**src/rtl/quad_corr_pkg.sv**
```systemverilog
// Shared definitions for the quad correlator peak scheduler: default sizes,
// controller state encoding and the index-width helper.
package quad_corr_pkg;

  localparam int NCORRS   = 4;
  localparam int CORRBITS = 13;
  localparam int WINBITS  = 8;
  localparam int LATENCY  = 6;

  typedef enum logic [1:0] {
    IDLE  = 2'd0,
    ACCUM = 2'd1,
    HOLD  = 2'd2
  } state_e;

  // Width of an index into n items; never narrower than one bit.
  function automatic int idx_w(input int n);
    return (n <= 1) ? 1 : $clog2(n);
  endfunction

endpackage

```
**src/rtl/quad_corr_max4.sv**
```systemverilog
// Combinational maximum over N packed unsigned values, reporting the value and
// its position. On equal values the lowest position wins.
module quad_corr_max4
  import quad_corr_pkg::*;
#(
  parameter int N  = NCORRS,
  parameter int W  = CORRBITS,
  parameter int IW = idx_w(N)
) (
  input  logic [N*W-1:0] vals,
  output logic [W-1:0]   max_val,
  output logic [IW-1:0]  max_idx
);

  // Linear scan; strict greater-than keeps the earliest position on ties.
  always_comb begin
    max_val = vals[W-1:0];
    max_idx = '0;
    for (int k = 1; k < N; k++) begin
      if (vals[k*W +: W] > max_val) begin
        max_val = vals[k*W +: W];
        max_idx = IW'(k);
      end
    end
  end

endmodule

```
**src/rtl/quad_corr_peak_ctrl.sv**
```systemverilog
// Windowed peak scheduler behind the four-way correlator.
// Delays sample_valid by the correlator latency, scans the correlation outputs
// over a programmed number of qualified cycles and hands the largest value,
// its correlation index and its cycle offset to a valid/ready consumer.
// Build option: QUAD_CORR_PEAK_AUTOREARM_EN - when defined, accepting a
// result restarts the window immediately with the previously latched settings.
module quad_corr_peak_ctrl #(
  parameter int NCORRS   = quad_corr_pkg::NCORRS,
  parameter int CORRBITS = quad_corr_pkg::CORRBITS,
  parameter int WINBITS  = quad_corr_pkg::WINBITS,
  parameter int LATENCY  = quad_corr_pkg::LATENCY,
  parameter int IW       = quad_corr_pkg::idx_w(NCORRS)
) (
  input  logic                       clk,
  input  logic                       rst_n,
  input  logic [NCORRS*CORRBITS-1:0] corr_in,
  input  logic                       sample_valid,
  input  logic                       arm,
  input  logic                       abort,
  input  logic [WINBITS-1:0]         window_len,
  input  logic [CORRBITS-1:0]        threshold,
  output logic                       busy,
  output logic                       peak_valid,
  input  logic                       peak_ready,
  output logic [CORRBITS-1:0]        peak_value,
  output logic [IW-1:0]              peak_index,
  output logic [WINBITS-1:0]         peak_offset,
  output logic                       peak_over_thresh
);

  import quad_corr_pkg::*;

  state_e               state_q, state_d;
  logic [LATENCY-1:0]   vld_sr_q, vld_sr_d;
  logic                 vld_d;
  logic [WINBITS-1:0]   len_q, len_d;
  logic [CORRBITS-1:0]  thr_q, thr_d;
  logic [CORRBITS-1:0]  max_q, max_d;
  logic [IW-1:0]        idx_q, idx_d;
  logic [WINBITS-1:0]   off_q, off_d;
  logic [WINBITS-1:0]   cnt_q, cnt_d;
  logic [CORRBITS-1:0]  pval_q, pval_d;
  logic [IW-1:0]        pidx_q, pidx_d;
  logic [WINBITS-1:0]   poff_q, poff_d;
  logic                 pover_q, pover_d;

  logic [CORRBITS-1:0]  cand_val;
  logic [IW-1:0]        cand_idx;
  logic                 take;
  logic [CORRBITS-1:0]  fin_val;
  logic [IW-1:0]        fin_idx;
  logic [WINBITS-1:0]   fin_off;

  quad_corr_max4 #(
    .N  (NCORRS),
    .W  (CORRBITS),
    .IW (IW)
  ) u_max (
    .vals    (corr_in),
    .max_val (cand_val),
    .max_idx (cand_idx)
  );

  assign vld_d = vld_sr_q[LATENCY-1];

  // Qualifier delay line so vld_d lines up with the correlator outputs.
  always_comb begin
    vld_sr_d    = vld_sr_q;
    vld_sr_d[0] = sample_valid;
    for (int k = 1; k < LATENCY; k++) begin
      vld_sr_d[k] = vld_sr_q[k-1];
    end
  end

  // Running-max merge; the first qualified cycle of a window always loads.
  always_comb begin
    take    = (cnt_q == '0) || (cand_val > max_q);
    fin_val = take ? cand_val : max_q;
    fin_idx = take ? cand_idx : idx_q;
    fin_off = take ? cnt_q    : off_q;
  end

  // Next-state and datapath updates; abort outranks completion and acceptance.
  always_comb begin
    state_d = state_q;
    len_d   = len_q;
    thr_d   = thr_q;
    max_d   = max_q;
    idx_d   = idx_q;
    off_d   = off_q;
    cnt_d   = cnt_q;
    pval_d  = pval_q;
    pidx_d  = pidx_q;
    poff_d  = poff_q;
    pover_d = pover_q;
    case (state_q)
      IDLE: begin
        if (arm) begin
          len_d   = window_len;
          thr_d   = threshold;
          max_d   = '0;
          idx_d   = '0;
          off_d   = '0;
          cnt_d   = '0;
          state_d = ACCUM;
        end
      end
      ACCUM: begin
        if (abort) begin
          state_d = IDLE;
        end else if (vld_d) begin
          max_d = fin_val;
          idx_d = fin_idx;
          off_d = fin_off;
          cnt_d = cnt_q + WINBITS'(1);
          // A zero length wraps the counter back to zero after 2^WINBITS cycles.
          if (cnt_d == len_q) begin
            pval_d  = fin_val;
            pidx_d  = fin_idx;
            poff_d  = fin_off;
            pover_d = (fin_val >= thr_q);
            state_d = HOLD;
          end
        end
      end
      HOLD: begin
        if (abort) begin
          state_d = IDLE;
        end else if (peak_ready) begin
`ifdef QUAD_CORR_PEAK_AUTOREARM_EN
          max_d   = '0;
          idx_d   = '0;
          off_d   = '0;
          cnt_d   = '0;
          state_d = ACCUM;
`else
          state_d = IDLE;
`endif
        end
      end
      default: state_d = IDLE;
    endcase
  end

  // State and datapath registers.
  always_ff @(posedge clk or negedge rst_n) begin
    if (!rst_n) begin
      state_q  <= IDLE;
      vld_sr_q <= '0;
      len_q    <= '0;
      thr_q    <= '0;
      max_q    <= '0;
      idx_q    <= '0;
      off_q    <= '0;
      cnt_q    <= '0;
      pval_q   <= '0;
      pidx_q   <= '0;
      poff_q   <= '0;
      pover_q  <= 1'b0;
    end else begin
      state_q  <= state_d;
      vld_sr_q <= vld_sr_d;
      len_q    <= len_d;
      thr_q    <= thr_d;
      max_q    <= max_d;
      idx_q    <= idx_d;
      off_q    <= off_d;
      cnt_q    <= cnt_d;
      pval_q   <= pval_d;
      pidx_q   <= pidx_d;
      poff_q   <= poff_d;
      pover_q  <= pover_d;
    end
  end

  assign busy             = (state_q != IDLE);
  assign peak_valid       = (state_q == HOLD);
  assign peak_value       = pval_q;
  assign peak_index       = pidx_q;
  assign peak_offset      = poff_q;
  assign peak_over_thresh = pover_q;

endmodule
```
**config.mk**
```make
export PLATFORM = sky130hd
export DESIGN_NAME = quad_corr_peak_ctrl
export DESIGN_NICKNAME = d
export VERILOG_FILES = /design/src/rtl/quad_corr_pkg.sv /design/src/rtl/quad_corr_max4.sv /design/src/rtl/quad_corr_peak_ctrl.sv
export SDC_FILE = /design/constraint.sdc
export NUM_CORES = 1
export LEC_CHECK = 0
export CORE_MARGIN = 2
export CORE_UTILIZATION = 59
export DETAILED_ROUTE_END_ITERATION = 6
export DONT_BUFFER_PORTS = 1
export PLACE_DENSITY = 0.89
export RECOVER_POWER = 50
export SYNTH_ARGS = -nofsm -noshare
export SYNTH_HDL_FRONTEND = slang
export SYNTH_SLANG_ARGS = --single-unit
```
**constraint.sdc**
```tcl
create_clock -name clk -period 4.4 [get_ports clk]
set_clock_uncertainty 0.2 [all_clocks]
set_input_delay 0.44 -clock clk [delete_from_list [all_inputs] [get_ports clk]]
set_output_delay 0.44 -clock clk [all_outputs]
set_load 0.02 [all_outputs]
```
* After elaboration in Yosys (flattened, before gate mapping)
Index checks and enable logic that the tools add are counted.
Word-level totals: flip-flop bits (word level) 84, input bits 79, output and inout bits 26, logic and storage cells 68
Cells by class: add/subtract/negate cells 1, magnitude comparators 5, eq/ne operators 9, muxes and demuxes 31, bitwise operators 1, reduce and logical (&&, ||, !) cells 9
Operators with widths (number):
- two-way mux 13 bit | 7
- greater-than comparator 13 bit | 4
- two-way mux 8 bit | 6
- one-hot mux 8 bit (2 select lines) | 2
- one-hot mux 13 bit (2 select lines) | 1
- two-way mux 2 bit | 12
- greater-or-equal comparator 13 bit | 1
- AND reduction 4 bit | 3
- adder 8 x 1 -> 8 bit (second input constant) | 1
- == test 8 bit | 1
- zero test 8 bit | 1
- inequality test 2 bit (second input constant) | 3
- inequality test 3 bit (second input constant) | 2
- one-hot mux 2 bit (3 select lines) | 1
- one-hot mux 2 bit (2 select lines) | 1
- nonzero test 2 bit | 2
- inequality test 3 x 2 -> 1 bit (second input constant) | 1
- == test 2 x 1 -> 1 bit (second input constant) | 1
- == test 2 bit (second input constant) | 1
- zero test 2 bit | 1
- AND reduction 2 bit | 1
- logical OR 1 bit | 1
- two-way mux 1 bit | 1
- NOT 1 bit | 1

* Longest topological paths before layout
depth after elaboration 12, depth in mapped cells 55, mapped depth without buffers 50

* Hierarchy
Synthesis repeated with hierarchy kept, for this count alone.
Second synthesis, totals: cells, all modules 683, area, all modules 6127.1 µm²
Modules (own cells, without submodules):
- quad_corr_peak_ctrl | times used 1, cells each 476, area an instance 4531.8 µm², sequential area each 2102.0 µm²
- quad_corr_max4 | times used 1, cells each 207, area an instance 1595.3 µm², sequential area each 0.0 µm²

* Least setup slack after synthesis
Ideal clock, no wire load.
path type input port to flip-flop, from input corr_in[11], to register pover_q (netlist: peak_over_thresh), setup time 0.141 ns, arrival 9.823 ns, data required time 4.059 ns, path slack -5.765 ns, stages on the path 53, buffers on the path 5, cell sequence inv_1 > ha_1 > and4_1 > nand4_1 > a31o_2 > a21boi_2 > clkbuf_1 > nor2_1 > a21oi_1 > ha_1 > nor2b_1 > o21a_1 > o21a_1 > o311a_1 > o41ai_2 > a21o_2 > buf_6 > nand2_2 > (+17 left out) > o311ai_0 > a31o_2 > nand2_1 > clkbuf_1 > clkbuf_1 > nor2_1 > a21oi_1 > ha_1 > nor2b_1 > o21a_1 > o21a_1 > o21a_1 > o21a_1 > o21bai_1 > a21oi_1 > o21a_1 > o21ai_0 > a31oi_1
Between the ends: word-level cells in the longest chain between the ends 10
RTL lines:
- start, declared | line quad_corr_peak_ctrl.sv:16 | input logic [NCORRS*CORRBITS-1:0] corr_in,
- greater-than comparator 13 bit | line quad_corr_max4.sv:20 | if (vals[k*W +: W] > max_val) begin
- two-way mux 13 bit * | line quad_corr_max4.sv:20
- greater-than comparator 13 bit | line quad_corr_max4.sv:20
- two-way mux 13 bit * | line quad_corr_max4.sv:20
- greater-than comparator 13 bit | line quad_corr_max4.sv:20
- two-way mux 13 bit * | line quad_corr_max4.sv:20
- greater-than comparator 13 bit | line quad_corr_peak_ctrl.sv:77 | take = (cnt_q == '0) || (cand_val > max_q);
- logical OR 1 bit | line quad_corr_peak_ctrl.sv:77
- two-way mux 13 bit * | line quad_corr_peak_ctrl.sv:78 | fin_val = take ? cand_val : max_q;
- named net fin_val[1] | line quad_corr_peak_ctrl.sv:50 | logic [CORRBITS-1:0] fin_val;
- greater-or-equal comparator 13 bit * | line quad_corr_peak_ctrl.sv:121 | pover_d = (fin_val >= thr_q);
- end signal, assigned | line quad_corr_peak_ctrl.sv:172 | pover_q <= pover_d;
- end, declared | line quad_corr_peak_ctrl.sv:45 | logic pover_q, pover_d;
The timed path passes the listed nets; every way through them passes the cells marked *. A chain may end at the register's enable or synchronous reset.

* Worst setup path after layout
from input corr_in[12], to register pover_q (netlist: peak_over_thresh)
Same word-level chain as after synthesis.

==> impl_metrics.csv <==
group,metric,value,unit
global_route,grt_pass1_vias,6019,
timing,fin_ws,-4560,ps
cts,htreeDepth,3,
drt,route.met2.wl,9570,µm
setup_path,cp_max_fo,5,
placement,dp_slack,-5000,ps
cts,cts_buffer_depth,2,
setup_path,worstPathArrival,8970,ps
cells_and_area,fin_util,79.0,%
yosys,synth_area_leaders,"dfrtp_1 (34%), ha_1 (13%), mux2_2 (4.6%)",
global_route,grt_start_max_net_pins,85,
setup_path,slowest_stage,"a2111oi_4",
drt,met1_length,7220,µm
timing,setup_viol,47,
timing,min_period_over_period,204,%
die,dieArea,11200,µm²
timing,clock.fmax,112,MHz
pwr,max-vdd-ir-drop,0.000403,V
status,status,"finished with violations",
global_route,grt_use_total,32.5,%
global_route,grt_overflow_total,0,
drt,vias,5872,
placement,dpl.cell_count,896,
setup_path,required,4410,ps
die,die_y,106,µm
global_route,antenna_found_initial,0,
yosys,synthFlopType,"dfrtp_1",
timing,min_period,8960,ps
setup_path,critPathTopFamily,"compound AO/OA/AOI/OAI gates",
die,io_pins,105,
die,fp.dieW,106,µm
timing,setup_tns,-153650,ps
flow_run,maxCapViolations,1,
yosys,synth_enable_flop_cells,0,
yosys,ys_seq_elements,84,
setup_path,critPathLaunchType,"input pin",
yosys,syn-instance-count,682,
drt,final_antenna_net_count,0,
placement,postPlaceCellArea,7180,µm²
timing,hold_viol,0,
setup_path,cpMostUsedCell,"o21a_1",
setup_path,max_stage_delay,350,ps
die,core_area,10200,µm²
cells_and_area,design_area,8080,µm²
cells_and_area,drive_above_1_share,35.3,%
setup_path,critPathCaptureType,"flip-flop",
cts,cts_tree,"done",
global_route,grt_pass1_wl,29100,µm
setup_path,critPathBufInv,5,
timing,slew_headroom,-37.4,%
cts,insertion_delay,380,ps
cts,cts.clk_slew.worst_paths,80,ps
drt,wl_met3,1510,µm
drt,remaining_drc_errors,20,
status,failed_checks,"design-rule violations, max-capacitance violations, max-slew violations, negative setup slack",
pwr,cellLeakagePower,3.79,nW
timing,slew_viol_final,85,
drt,via_per_inst,6.19,
cells_and_area,fin_nets,952,
yosys,syn_area,6140,µm²
yosys,synth.distinct_cells,61,
cells_and_area,final_cells,949,
placement,io_buffers,0,
timing,worst_pin_slew,2060,ps
die,start_util,60.0,%
cells_and_area,diodes,0,
drt,routed_wl,19000,µm
drt,top_layer_used,"met4",
timing,rsz0062_at_grt,"yes",
yosys,synth_top_area_cell,"dfrtp_1",
setup_path,critical_path_class,"input pin to flip-flop",
drt,detail_route.wl_per_cell,20.0,µm
yosys,synth-async-reset-ratio,100,%
yosys,yosysTopAreaCellShare,34.3,%
pwr,power_density,491,nW/µm²
yosys,synth_nets,826,
timing,holdWs,16.4,ps
cts,clockRootBuffer,"clkbuf_8",
yosys,yosys_warnings,0,
pwr,total_power,3.97,mW
cells_and_area,area_delta_synth_final,31.7,%
cts,numCtsBuffers,9,
placement,dpl.hpwl,12700,µm
yosys,yosysSeqAreaShare,34.3,%
die,rows,37,
yosys,avgSynthCellArea,9.00,µm²
hold_path,hold_path_class,"input pin to flip-flop",
drt,drt_pass1_iterations,7,
drt,drt-initial-drc-count,618,
cts,clock_sinks,84,
placement,gp_congestion,0.920,
[logic make-up after synthesis]
kind of cell	synth area share, %
flops	34.3
fa+ha+maj	13.3
buf+inv	5.91
xor+xnor	2.28
simple gates	16.4
compound gates	20.9
mux	7.04
[sequential cells by signal, indices dropped and copies added, names as in the netlist]
name	cells
off_q	8
peak_offset	8
max_q	13
state_q	2
vld_sr_q	6
peak_value	13
idx_q	2
thr_q	13
len_q	8
cnt_q	8
peak_index	2
peak_over_thresh	1
[cell type report]
type | count | area, µm²
Clock buffer | 10 | 128
Clock inverter | 6 | 71.3
Fill cell | 606 | 2150
Inverter | 59 | 267
Multi-Input combinational cell | 508 | 4100
Sequential cell | 84 | 2100
Tap cell | 136 | 170
Timing Repair Buffer | 146 | 1240
[placed cells by master (no fill, tap or decap), drive strengths merged, types with 3 or more instances in the layout]
master,count
clkbuf,11
nor2,47
nand2,73
nor2b,13
mux2,25
buf,141
o211ai,10
and3,7
nand2b,12
a21boi,5
nor3,6
o21a,19
ha,65
and2,5
a22oi,12
nor4,4
inv,61
o21ai,51
mux2i,15
xor2,8
a31oi,16
dfrtp,84
xnor2,8
dlygate4sd3,3
nand4,11
nand3,25
a21o,9
a21oi,36
[per-layer routing]
layer  vias up  track usage, %
li1       2668               -
met1      2814            38.4
met2       323            57.8
met3        67            7.17
met4         0            12.6
met5         -               0
[worst register-to-register path, delay by kind of cell, from the launching register on]
family | cells | cell delay (ps)
flops | 1 | 480
compound gates | 16 | 2550
buf+inv | 1 | 120
simple gates | 4 | 440
fa+ha+maj | 2 | 570
[what timing repair did]
item,in CTS,in global routing
cloned,2,0
buffers inserted,15,17
pin swaps,22,25
hold endpoints to repair,86,0
setup endpoints to repair,47,47
hold buffers,4,0
gates resized for setup,52,40
[power by group]
| part | internal, mW | switching [mW] | total (mW) |
|---|---|---|---|
| sequential | 0.881 | 0.131 | 1.01 |
| combinational | 1.20 | 1.19 | 2.39 |
| clock | 0.267 | 0.298 | 0.565 |
[cells in the mapped netlist (11+ instances only)]
cell type and n:
o21ai_0 46, dfrtp_1 84, clkbuf_1 25, nand4_1 11
nand3_1 25, a31oi_1 15, nor2_1 47, nand2_1 64
nand2b_1 12, a21oi_1 36, mux2_2 25, ha_1 65
inv_1 59, nor2b_1 13, mux2i_1 15, o21a_1 18
[path summary, 6_finish.rpt]
| path | depth (start not counted) | to | startpoint | slack (ps) |
|---|---|---|---|---|
| setup / recovery | 49 | peak_over_thresh | corr_in[12] | -4560 |
| hold / removal | 1 | len_q[7] | window_len[7] | 20 |
| setup reg to reg | 23 | peak_over_thresh | max_q[1] | -90 |
| hold reg to reg | 0 | vld_sr_q[2] | vld_sr_q[1] | 170 |
| max in group asynchronous | 2 | thr_q[5] | rst_n | 1790 |
| min in group asynchronous | 2 | peak_offset[1] | rst_n | 970 |
Power figures use the tool's default switching activity.
